==> config.mk <==
export PLATFORM = sky130hd
export DESIGN_NAME = mux_scan_sequencer
export DESIGN_NICKNAME = d
export VERILOG_FILES = /design/src/rtl/mux_scan_sequencer.sv
export SDC_FILE = /design/constraint.sdc
export NUM_CORES = 1
export LEC_CHECK = 0
export ABC_CLOCK_PERIOD_IN_PS = 2900
export CORE_AREA = 2 2 72 74
export DETAILED_ROUTE_END_ITERATION = 12
export DIE_AREA = 0 0 74 76
export GPL_TIMING_DRIVEN = 0
export PLACE_DENSITY = 0.91
export SLEW_MARGIN = 10
export SYNTH_ARGS = -nofsm -noshare
export SYNTH_HDL_FRONTEND = slang
export SYNTH_SLANG_ARGS = --single-unit
==> constraint.sdc <==
create_clock -name clk -period 2.9 [get_ports clk]
set_input_delay 0.29 -clock clk [delete_from_list [all_inputs] [get_ports clk]]
set_output_delay 0.29 -clock clk [all_outputs]
set_load 0.005 [all_outputs]
==> src/rtl/mux_scan_sequencer.sv <==
// Steps a 32:1 mux selector over a wrapping range and samples one line per index into a capture word.
// Each line takes SETTLE_CYCLES+1 cycles; start is dropped while busy (no queuing, no backpressure).
module mux_scan_sequencer #(
  parameter int SEL_WIDTH     = 5,
  parameter int SETTLE_CYCLES = 1,
  localparam int NUM_LINES    = 2**SEL_WIDTH
) (
  input  logic                 clk,
  input  logic                 reset,
  input  logic                 start,
  input  logic [SEL_WIDTH-1:0] first_sel,
  input  logic [SEL_WIDTH-1:0] last_sel,
  output logic [SEL_WIDTH-1:0] selector_bits,
  input  logic                 output_line,
  output logic                 busy,
  output logic                 done,
  output logic                 sample_valid,
  output logic [SEL_WIDTH-1:0] sample_index,
  output logic                 sample_bit,
  output logic [NUM_LINES-1:0] captured
);

  localparam logic [3:0] SETTLE_INIT = 4'(SETTLE_CYCLES - 1);

  typedef enum logic [1:0] {IDLE, SETTLE, SAMPLE, DONE} state_t;

  state_t               state;
  logic [3:0]           cnt;
  logic [SEL_WIDTH-1:0] last_q;

  always_ff @(posedge clk or posedge reset) begin
    if (reset) begin
      state         <= IDLE;
      selector_bits <= '0;
      captured      <= '0;
      cnt           <= '0;
      last_q        <= '0;
    end else begin
      case (state)
        IDLE: begin
          if (start) begin
            last_q        <= last_sel;
            selector_bits <= first_sel;
            captured      <= '0;
            cnt           <= SETTLE_INIT;
            state         <= SETTLE;
          end
        end
        SETTLE: begin
          if (cnt == '0) state <= SAMPLE;
          else           cnt   <= cnt - 4'd1;
        end
        SAMPLE: begin
          captured[selector_bits] <= output_line;
          if (selector_bits == last_q) begin
            state <= DONE;
          end else begin
            // natural overflow of the selector gives the 31->0 wrap
            selector_bits <= selector_bits + SEL_WIDTH'(1);
            cnt           <= SETTLE_INIT;
            state         <= SETTLE;
          end
        end
        DONE:    state <= IDLE;
        default: state <= IDLE;
      endcase
    end
  end

  assign busy         = (state != IDLE);
  assign done         = (state == DONE);
  assign sample_valid = (state == SAMPLE);
  assign sample_index = selector_bits;
  assign sample_bit   = output_line;

endmodule

# Word level (Yosys, flattened, before mapping)
# Index checks and enable logic that the tools add are counted.
[classes]
n_lt_le_gt_ge = 2
mux = 16
add_sub_neg = 2
reduce_logical = 11
eq_ne = 8
[op_table]
columns = ["cell", "count"]
rows = [
  ["$pmux 32 s2", 1],
  ["$bwmux 32", 1],
  ["$mux 32", 1],
  ["$mux 4", 3],
  ["$pmux 4 s3", 1],
  ["$mux 5", 2],
  ["$pmux 5 s2", 1],
  ["$ne 2x2->1 const B", 4],
  ["$pmux 2 s4", 1],
  ["$lt 5x6->1 const B", 1],
  ["$mux 2", 3],
  ["$reduce_and 2->1", 3],
  ["$add 5x1->5 const B", 1],
  ["$demux 1 s5", 1],
  ["$eq 5x5->1", 1],
  ["$ge 5x1->1 const B", 1],
  ["$eq 2x2->1 const B", 2],
  ["$logic_not 4->1", 1],
  ["$reduce_and 4->1", 1],
  ["$reduce_bool 2->1", 2],
  ["$sub 4x1->4 const B", 1],
  ["$reduce_and 3->1", 1],
  ["$reduce_bool 3->1", 1],
  ["$eq 2x1->1 const B", 1],
  ["3 further kinds", 3],
]
[totals]
word_cells = 44
out_inout_bits = 46
register_bits = 48
input_bits = 14

# Logic depth before layout (Yosys ltp)
# Gate-level depths: netlist (run 1).
[logic_depth]
ltp_word = 6
depth_mapped = 7

# Least setup slack after synthesis (run 1)
# No wires, ideal clock.
[synth_timing]
path_type = "register to register"
from = "register cnt[0]"
to = "register cnt[1]"
path_slack_ps = 1066
required_ps = 2775
setup_ps = 125
arrival_ps = 1709
path_stages_with_launch = 7
synth_period_minus_slack_ps = 1834
path_cell_list = "dfrtp_1 > inv_1 > ha_1 > or3b_2 > a21oi_1 > a21oi_2 > mux2_4"
[synth_via]
elab_chain_len = 3
word_cells_on_any_way = 6
[synth_rtl]
columns = ["element", "line_no", "rtl"]
rows = [
  ["from (decl)", "28", "logic [3:0] cnt;"],
  ["from (signal assigned)", "51", "else cnt <= cnt - 4'd1;"],
  ["$sub 4x1->4 or $logic_not 4->1 (tied branches)", "51, 50", ""],
  ["$mux 4 or $ne 2x2->1 (tied branches)", "--", ""],
  ["$pmux 4 s3 or $reduce_and 4->1 (tied branches)", "--", ""],
]
# Several ways; a longest one is shown, not always the timed one. The select of a mux whose other input is x is not followed.
# A chain may end at the register's enable or synchronous reset.

# Worst setup path after layout (run 1)
[layout_timing]
from = "register state[0]"
to = "output sample_valid"
[layout_via]
elab_chain_len = 1
[layout_rtl]
columns = ["element", "line_no", "rtl"]
rows = [
  ["from (decl)", "27", "state_t state;"],
  ["from (signal assigned)", "33", "state <= IDLE;"],
  ["from (signal assigned)", "46", "state <= SETTLE;"],
  ["from (signal assigned)", "50", "if (cnt == '0) state <= SAMPLE;"],
  ["$eq 2x2->1", "72", "assign sample_valid = (state == SAMPLE);"],
  ["to (decl)", "17", "output logic sample_valid,"],
]
# Every way passes these cells.

==> results.md, run 1 <==
- Clk slew on worst S/H paths: approximately 90 ps
- Setup TNS: 0 ps
- Post-cts sizing count: 0
- Post-Synth XOR/XNOR Area: ~2.0%
- Clock network power share: 15.7%
- First-pass iteration count of the detailed router: 6
- Reg2Reg Depth: 6
- Synth Area in Adders: under 10%
- Tmin final: ~2200 ps
- Cells after DPL: 400
- GRT met3 Usage: between 5 and 6%
- Ports: 60
- Startpoint Class: register
- Sequential Area: 1200 um2
- Fmax: 449 MHz
- Detail Placement HPWL: ~4.6 mm
- Combinational cell fraction of total power: about 50%
- Number of max-cap violations: 0
- Slowest CP cell: clkdlybuf4s50_1
- Initial antenna violation count: 0
- Die W: ~74 um
- WP data arrival: between 1500 and 2000 ps
- Register area share after synthesis: between 40 and 50%
- Crit path max fanout: 10
- Layout area overhead: 30.8%
- Met2 GRT Util: approximately 38%
- Largest net degree at the start of global routing: 29
- Rel. slew slack: 61.9%
- CTS tree: built
- Share of layout cells above drive strength 1: about 9.2%
- Crit path required time: between 2000 and 3000 ps
- Net Sw Frac: 39.9%
- Yosys top cell by area: dfrtp_1
- Vias in the first global route: approximately 2200
- Total number of vias: ~2300
- DRT iter0 DRCs: about 210
- # DRC: 0
- Synth Register Bits: 48
- Sink Count: 48
- Chip height: between 70 and 80 um
- Sw power: 1.07 mW
- Rows: 26
- Synth area leaders: dfrtp_1 47%, o211ai_1 9.1%, nand3_1 6.8%
- GP Congestion: 0.849
- Flop pwr share: between 30% and 40%
- Reg2Reg Setup Slack: a little under 900 ps
- RSZ-0062 raised after global routing: no
- Antenna-violating nets left: 0
- Post-synth ARST share: 100%
- Number of H-tree levels: 2
- Main combinational cell family by area after synthesis: simple AND/OR/NAND/NOR gates
- DP Area: approximately 3300 um2
- Core box area: 4910 um2
- Post-Synth Simple-Gate Area: around 22%
- Clk buf depth: 2
- Wirelength per Cell: around 15 um
- CP Buf/Inv Count: 3
- Slew Viols, Final: 0
- Reg2reg end: cnt[1]$_DFFE_PP0P_
- Synth warn: 0
- Total Routing Usage GR: 24.5%
- Busiest grt layer: met2
- Worst slew pin tran: about 570 ps
- Met1 Use GR: 34.8%
- Antenna cells: 0
- PwrDens: ~800 nW/um2
- Avg Vias per Cell: around 5.7
- Pre-CTS setup slack: about 900 ps
- CP top delay family: buffers and inverters
- CP peak stage delay: 540 ps
- Root Buffer: clkbuf_8
- Worst setup EP type: output pin
- Post-CTS Hold Fix Bufs: 0
- Pint: approximately 1.6 mW
- Post-synthesis mux area share: around 3.6%
- Total setup buffers inserted after CTS: 0
- Run status: finished, final reports clean
- Fin cells: 407
- Worst Hold Class: input port to asynchronous set/reset pin
- Reg2reg start: cnt[0]$_DFFE_PP0P_
- Crit-path cells: nand2b_1 > inv_1 > buf_2 > clkdlybuf4s50_1
- Most frequent cells in the layout: 59 x clkdlybuf4s50_1, 48 x dfrtp_1, 41 x nand2_1
- Most common cell after layout, fill and taps aside: clkdlybuf4s50_1
- Post-synthesis cell count: between 200 and 300
- EDFF count, synth: 0
- Fin area: ~3400 um2
- Fillers: between 300 and 400
- Share of the synthesized area in the top cell type: between 40% and 50%
- Global-route wire length before repair: between 10 and 15 mm
- Worst VDD drop: around 0.00045 V
- Area of the multi-input gates: approximately 1200 um2
- Die area: ~5600 um2
- Yosys cell types: 40
- Worst-Skew Late Latency: between 300 and 400 ps
- Synth Net Count: a little under 300
- Static Leak: between 1.5 and 2 nW
- Fin. Hold Viols: 0
- Total gr overflow: 0
- Post-synth top flop: dfrtp_1
- CTS Buf Count: 5
- Synthesized area per cell: 9.50 um2
- Period utilization: about three quarters
- Final Skew: 5.46 ps
- WS Path Type: register to output pin
- Power after layout: approximately 2.7 mW
- Mapped cell area: roughly 2600 um2
- Nets: roughly 360
- Final setup fails: 0
- Synth Area in Compound Gates: approximately 17%
- Post-layout worst setup margin: 674 ps
- Initial Util: 52.2%
- DRT Wirelength: between 6 and 7 mm
- PortBufs: just under 60
==> per-stage QoR <==
stage                     hold slack (ps)  util [%]
after floorplan                       407         -
after global placement                492      66.0
after detailed placement              500      66.4
after CTS                             316      68.3
after global routing                  365      68.3
final                                 293      68.3
==> layer usage <==
| metal | share of wire (%) | wire [um] |
|---|---|---|
| met1 | 43 | 2720 |
| met2 | 47 | 2940 |
| met3 | 8.4 | 528 |
| met4 | 1.5 | 97 |
| met5 | 0 | 0 |
==> cell families after synthesis <==
group,Yosys count
simple gates,109
flops,48
fa+ha+maj,6
mux,8
compound gates,60
buf+inv,34
xor+xnor,5
==> state kept, by name (all words and copies together), names as in the netlist <==
name,flops
captured,32
cnt,4
last_q,5
sample_index,5
state,2
==> power groups by stage <==
stage	clock (mW)	sequential, mW	combinational [mW]
final	0.421	0.921	1.34
after global routing	0.450	0.941	1.47
after CTS	0.421	0.921	1.34
after detailed placement	0	0.934	1.33
after global placement	0	0.927	1.28
after floorplan	0	0.910	0.890
==> worst register-to-register path, stage by stage (launching register included) <==
cell	delay, ps
dfrtp_1	370
inv_1	140
ha_1	160
or3b_2	500
a21oi_1	310
a21oi_2	90
mux2_4	330
==> Yosys cell counts, types with 3 or more instances <==
master      n
xor2_1      4
or3b_2      3
and2_1      6
a21oi_1     6
o211ai_1   31
nand2_1    41
buf_4       6
ha_1        6
nand3b_1    4
nand3_1    35
and3b_1     3
clkbuf_1   15
nor2_1      5
dfrtp_1    48
o22ai_1     3
mux2_2      5
o21ai_0     8
inv_1      10
a2bb2oi_1   3
==> area by class of cell <==
class	count	share of cell area, %
multi-input combinational	188	35.9
sequential	48	35.8
timing repair buffer	60	18.2
buffer	24	3.66
tap	70	2.61
clock buffer	6	2.46
inverter	10	1.12
clock inverter	1	0.261
==> worst max path at each step <==
| stage | from | endpoint | cells past startpoint |
|---|---|---|---|
| after detailed placement | cnt[0]$_DFFE_PP0P_ | cnt[1]$_DFFE_PP0P_ | 6 |
| after global routing | state[0]$_DFFE_PP0P_ | sample_valid | 4 |
| after CTS | state[0]$_DFFE_PP0P_ | sample_valid | 4 |
| after global placement | reset | captured[6]$_DFFE_PP0P_ | 2 |
| final | state[0]$_DFFE_PP0P_ | sample_valid | 4 |
| after floorplan | cnt[0]$_DFFE_PP0P_ | cnt[1]$_DFFE_PP0P_ | 6 |
Note: power is estimated with default switching activity, not from simulation.
==> run 2, diff against run 1 <==
- ABC_CLOCK_PERIOD_IN_PS: 2900 -> 2300
- CORE_AREA: 2 2 72 74 -> 2 2 75 77
- DIE_AREA: 0 0 74 76 -> 0 0 77 79
- PLACE_DENSITY: 0.91 -> 0.85
- clock period: 2.9 -> 2.3 ns (I/O delays scaled with it)
==> run 2 against run 1 <==
Routed wire length increased by 5.6%. Critical path depth unchanged. Non-clock buffer count unchanged. Sequential power increased by 26%. First-iteration DRC count increased by 10%.
==> results.md, run 2 (synthesized netlist as in run 1, its figures left out) <==
- Worst-Skew Late Latency: slightly above 300 ps
- Reg2reg end: cnt[1]$_DFFE_PP0P_
- Sink Count: 48
- Startpoint Class: register
- Die area: around 6100 um2
- Avg Vias per Cell: between 5 and 6
- Detail Placement HPWL: 4.68 mm
- Run status: finished, final reports clean
- Fmax: about 460 MHz
- Post-cts sizing count: 0
- Global-route wire length before repair: between 10 and 15 mm
- Reg2Reg Depth: 6
- Vias in the first global route: between 2000 and 2500
- Worst VDD drop: around 0.00046 V
- Reg2Reg Setup Slack: ~340 ps
- Clk buf depth: 2
- Largest register FFs: 32
- Most frequent cells in the layout: 59 x clkdlybuf4s50_1, 48 x dfrtp_1, 41 x nand2_1
- Crit-path cells: nand2b_1 > inv_1 > buf_2 > clkdlybuf4s50_1
- Fin. Hold Viols: 0
- Post-CTS Hold Fix Bufs: 0
- Reg2reg start: cnt[0]$_DFFE_PP0P_
- Period utilization: between 90% and 100%
- Total number of vias: around 2400
- Number of max-cap violations: 0
- Core box area: 5340 um2
- Initial Util: 48.0%
- Share of layout cells above drive strength 1: a little under a tenth
- Worst setup EP type: output pin
- Crit path required time: ~2100 ps
- CP peak stage delay: 540 ps
- # DRC: 0
- Tmin final: around 2200 ps
- Total gr overflow: 0
- Static Leak: ~1.5 nW
- Slowest CP cell: clkdlybuf4s50_1
- Layout area overhead: 32.1%
- Worst slew pin tran: 597 ps
- Die W: 77 um
- WP data arrival: just under 2000 ps
- Setup TNS: 0 ps
- Fillers: around 480
- Power after layout: roughly 3.5 mW
- Chip height: about 79 um
- Rel. slew slack: roughly three fifths
- Number of H-tree levels: 2
- Slew Viols, Final: 0
- RSZ-0062 raised after global routing: no
- GP Congestion: roughly 0.87
- Most common cell after layout, fill and taps aside: clkdlybuf4s50_1
- WS Path Type: register to output pin
- DRT iter0 DRCs: 233
- Nets: approximately 360
- PwrDens: approximately 1000 nW/um2
- Final setup fails: 0
- DRT Wirelength: roughly 6.6 mm
- Clk slew on worst S/H paths: 90 ps
- Rows: 27
- Total setup buffers inserted after CTS: 0
- Crit path max fanout: 10
- Total Routing Usage GR: 22.7%
- CTS Buf Count: 5
- PortBufs: 59
- CTS tree: built
- Wirelength per Cell: approximately 16 um
- Root Buffer: clkbuf_8
- Initial antenna violation count: 0
- Largest net degree at the start of global routing: 37
- First-pass iteration count of the detailed router: 6
- Worst Setup SP: state[0]$_DFFE_PP0P_
- Final Skew: around 11 ps
- Reg with most FFs: captured
- Antenna-violating nets left: 0
- Ports: 60
- Antenna cells: 0
- Worst Hold Class: input port to asynchronous set/reset pin
==> run 2: changes by cell type in the layout (fill, tap and decap cells not counted) <==
| cell | change |
|---|---|
| bufinv_16 | +1 |
==> run 2: how the worst max path moves through the flow <==
stage                     cells after the start                       to  slack (ps)
after global routing                          4             sample_valid          30
after floorplan                               6       cnt[1]$_DFFE_PP0P_         470
after CTS                                     4             sample_valid         130
after detailed placement                      6       cnt[1]$_DFFE_PP0P_         370
after global placement                        2  captured[7]$_DFFE_PP0P_          30
final                                         4             sample_valid         120
==> run 2: layer usage <==
layer | global-route usage (%) | up-vias | part of all wire (%)
met5 | 0 | - | 0
met4 | 9.11 | 0 | 2.3
met3 | 4.09 | 19 | 7.3
met2 | 37.2 | 112 | 49
met1 | 30.1 | 1128 | 41
li1 | - | 1098 | -
==> run 2: layout make-up <==
| class | instances | area, um2 | area share, % |
|---|---|---|---|
| Multi-Input combinational cell | 188 | 1200 | 35.5 |
| Sequential cell | 48 | 1200 | 35.5 |
| Timing Repair Buffer | 60 | 611 | 18.0 |
| Buffer | 24 | 123 | 3.62 |
| Tap cell | 72 | 90.1 | 2.66 |
| Clock buffer | 6 | 82.6 | 2.44 |
| Clock inverter | 2 | 38.8 | 1.15 |
| Inverter | 10 | 37.5 | 1.11 |
==> run 2: power by group <==
| part | leakage (nW) | total [mW] | internal (mW) | switching [mW] |
|---|---|---|---|---|
| Clock | 0.0614 | 0.652 | 0.356 | 0.296 |
| Combinational | 0.850 | 1.71 | 0.781 | 0.927 |
| Sequential | 0.638 | 1.16 | 1.01 | 0.150 |
==> run 2: through the flow <==
step | cells | util [%] | hold WS (ps) | worst slack (ps) | area (um2)
after floorplan | 270 | - | 347 | 466 | 2560
after global placement | 401 | 60.8 | 492 | 27.9 | 3240
after detailed placement | 402 | 61.2 | 506 | 367 | 3260
after CTS | 410 | 63.4 | 189 | 129 | 3390
after global routing | 410 | 63.4 | 230 | 29.5 | 3390
final | 410 | 63.4 | 174 | 118 | 3390
==> run 2: critical path, delay by kind of cell (launching register included) <==
| kind | cells | cell delay, ps |
|---|---|---|
| buffers and inverters | 3 | 940 |
| flip-flops | 1 | 440 |
| AND/OR/NAND/NOR | 1 | 260 |
==> run 3, diff against run 2 <==
--- a/config.mk
+++ b/config.mk
@@ -6,10 +6,12 @@
 export NUM_CORES = 1
 export LEC_CHECK = 0
+export ABC_AREA = 1
 export ABC_CLOCK_PERIOD_IN_PS = 2300
 export CORE_AREA = 2 2 75 77
+export CTS_BUF_LIST = sky130_fd_sc_hd__clkbuf_8 sky130_fd_sc_hd__clkbuf_16
 export DETAILED_ROUTE_END_ITERATION = 12
 export DIE_AREA = 0 0 77 79
 export GPL_TIMING_DRIVEN = 0
-export PLACE_DENSITY = 0.85
+export PLACE_DENSITY = 0.86
 export SLEW_MARGIN = 10
 export SYNTH_ARGS = -nofsm -noshare
==> constraint.sdc (replaced) <==
create_clock -name clk -period 2.3 [get_ports clk]
set_input_delay 0.23 -clock clk [delete_from_list [all_inputs] [get_ports clk]]
set_output_delay 0.23 -clock clk [all_outputs]
set_load 0.1 [all_outputs]
==> run 3 against run 2 <==
Global-route usage decreased by 2.1 points. Synthesized area increased by 0.54%. Die area unchanged. Sequential cell count unchanged.
==> results.md, run 3 <==
- Run status: finished, final reports clean
- Mapped cell area: 2580 um2
- Rows: 27
- Share of layout cells above drive strength 1: 8.35%
- Post-synth ARST share: 100%
- Core box area: between 5000 and 6000 um2
- Fin area: roughly 3400 um2
- Antenna cells: 0
- Detail Placement HPWL: approximately 4.4 mm
- Post-synthesis mux area share: 0%
- RSZ-0062 raised after global routing: no
- Yosys top cell by area: dfrtp_1
- First-pass iteration count of the detailed router: 5
- Total number of vias: 2446
- Tmin final: 2230 ps
- Fmax: 449 MHz
- Combinational cell fraction of total power: 17.3%
- Most common cell after layout, fill and taps aside: nand2_1
- Root Buffer: clkbuf_8
- Post-synthesis cell count: 351
- Synth Register Bits: 48
- Post-synth top flop: dfrtp_1
- Reg2Reg Setup Slack: about 710 ps
- Vias in the first global route: between 2000 and 2500
- Post-Synth XOR/XNOR Area: less than 1%
- Avg Vias per Cell: ~5
- DRT Wirelength: between 5 and 6 mm
- WS Path Type: register to output pin
- Yosys cell types: 24
- GP Congestion: between 0.8 and 0.9
- Total gr overflow: 0
- Share of the synthesized area in the top cell type: between 40% and 50%
- DRT iter0 DRCs: about 110
- Most frequent cells in the layout: 120 x nand2_1, 52 x clkdlybuf4s50_1, 48 x dfrtp_1
- Reg with most FFs: captured
- Startpoint Class: register
- Die area: about 6100 um2
- Initial Util: about half
- Commonest cells in the netlist: 120 x nand2_1, 48 x dfrtp_1, 47 x inv_1
- Global-route wire length before repair: roughly 10 mm
- Synth Area in Compound Gates: between 10% and 20%
- WP data arrival: about 2000 ps
- Synth Area in Adders: 2.91%
- Pint: ~1.3 mW
- Final setup fails: 0
- Worst slew pin tran: roughly 980 ps
- Clk buf depth: 2
- Net Sw Frac: 29.6%
- Wirelength per Cell: about 12 um
- Worst Hold Class: input port to asynchronous set/reset pin
- Slew Viols, Final: 0
- Worst setup EP type: output pin
- PwrDens: ~530 nW/um2
- Synthesized area per cell: ~7.3 um2
- CTS tree: built
- Rel. slew slack: 34.4%
- Ports: 60
- Worst VDD drop: approximately 0.00023 V
- Worst-Skew Late Latency: 310 ps
- Chip height: ~80 um
- Period utilization: 96.9%
- Sw power: between 0.5 and 0.6 mW
- Largest register FFs: 32
- Number of max-cap violations: 0
- Largest net degree at the start of global routing: 31
- Synth warn: 0
- Static Leak: approximately 1.8 nW
- DP Area: approximately 3300 um2
- Fin. Hold Viols: 0
- Initial antenna violation count: 0
- Synth area leaders: dfrtp_1 47%, nand2_1 17%, inv_1 6.8%
- Crit path max fanout: 4
- Final Skew: 9.54 ps
- Layout area overhead: 31.6%
- Register area share after synthesis: between 40% and 50%
- Main combinational cell family by area after synthesis: simple AND/OR/NAND/NOR gates
- Fillers: between 500 and 600
- Flop pwr share: 48.8%
- Pre-CTS setup slack: -33.8 ps
- Post-CTS Hold Fix Bufs: 0
- Nets: around 440
- Clk slew on worst S/H paths: 90 ps
- Synth Net Count: ~370
- Sink Count: 48
- Cell with the most instances after synthesis: nand2_1
- Post-layout worst setup margin: 71.7 ps
- Crit path required time: 2070 ps
- Clock network power share: 33.9%
- EDFF count, synth: 0
- Antenna-violating nets left: 0
- Power after layout: between 1.5 and 2 mW
- CTS Buf Count: 5
- PortBufs: 59
- Total Routing Usage GR: a little over 20%
- # DRC: 0
- Die W: ~77 um
- Number of H-tree levels: 2
- Post-Synth Simple-Gate Area: between 20 and 30%
## run 3: cell count changes in the layout (fill, tap and decap cells not counted), moves of 5 or more
cell,before,now
inv_1,9,46
o21ai_0,8,26
a21oi_1,6,26
nor2_1,5,23
clkbuf_1,15,2
o211ai_1,31,0
and2_1,6,0
nand3_1,35,20
buf_2,2,7
mux2_2,5,0
nand2_1,41,120
clkdlybuf4s50_1,59,52
## run 3: cells by family after synthesis
logic type,count (synthesis)
fa+ha+maj,6
xor+xnor,1
buf+inv,68
simple gates,173
compound gates,55
flops,48
## run 3: worst max-delay path, stage by stage (launching register included)
cell and delay [ps]:
dfrtp_1 410, nor2_1 70, inv_1 80, clkdlybuf4s50_1 1140
## run 3: what timing repair did
action | 4_1_cts | 5_1_grt
pin swaps | 0 | 0
resized for setup | 4 | 3
buffers inserted | 0 | 0
endpoints found under the setup margin | 4 | 3
## run 3: path summary, 6_finish.rpt
| check | startpoint | to | depth (start not counted) |
|---|---|---|---|
| worst max-delay path | state[0]$_DFFE_PP0P_ | busy | 3 |
| worst min-delay path | reset | captured[5]$_DFFE_PP0P_ | 2 |
| worst max register to register | sample_index[0]$_DFFE_PP0P_ | captured[14]$_DFFE_PP0P_ | 7 |
| worst min register to register | cnt[0]$_DFFE_PP0P_ | cnt[0]$_DFFE_PP0P_ | 2 |
| max in group asynchronous | reset | captured[14]$_DFFE_PP0P_ | 3 |
| min in group clk | last_sel[0] | last_q[0]$_DFFE_PP0P_ | 3 |
## run 3: layout make-up
class	count	area [um2]	share of cell area [%]
Buffer	17	110	3.25
Clock buffer	5	68.8	2.03
Clock inverter	3	42.5	1.25
Inverter	51	191	5.64
Multi-Input combinational cell	235	1070	31.7
Sequential cell	48	1200	35.4
Tap cell	72	90.1	2.66
Timing Repair Buffer	60	613	18.1
## run 3: per-layer routing
metal  part of all wire (%)  up-vias  global-route usage [%]
met4                    2.2        0                    7.86
li1                       -     1215                       -
met2                     49      105                    37.0
met5                      0        -                       0
met3                    6.6       15                    4.32
met1                     42     1111                    24.4
## run 3: power groups by stage
| stage | sequential [mW] | combinational, mW | clock [mW] |
|---|---|---|---|
| final | 0.878 | 0.310 | 0.609 |
| after global routing | 0.881 | 0.327 | 0.651 |
| after CTS | 0.878 | 0.313 | 0.619 |
| after detailed placement | 0.895 | 0.313 | 0 |
| after global placement | 0.894 | 0.304 | 0 |
| after floorplan | 1.06 | 0.0560 | 0 |
## run 3: through the flow
stage | std cells | utilization (%) | hold WS, ps | setup TNS (ps)
2_1_floorplan | 351 | - | 366 | 0
3_3_place_gp | 482 | 61.0 | 479 | -39.2
3_5_place_dp | 483 | 61.4 | 496 | -33.8
4_1_cts | 491 | 63.4 | 238 | 0
5_1_grt | 491 | 63.5 | 274 | 0
6_report | 491 | 63.5 | 227 | 0
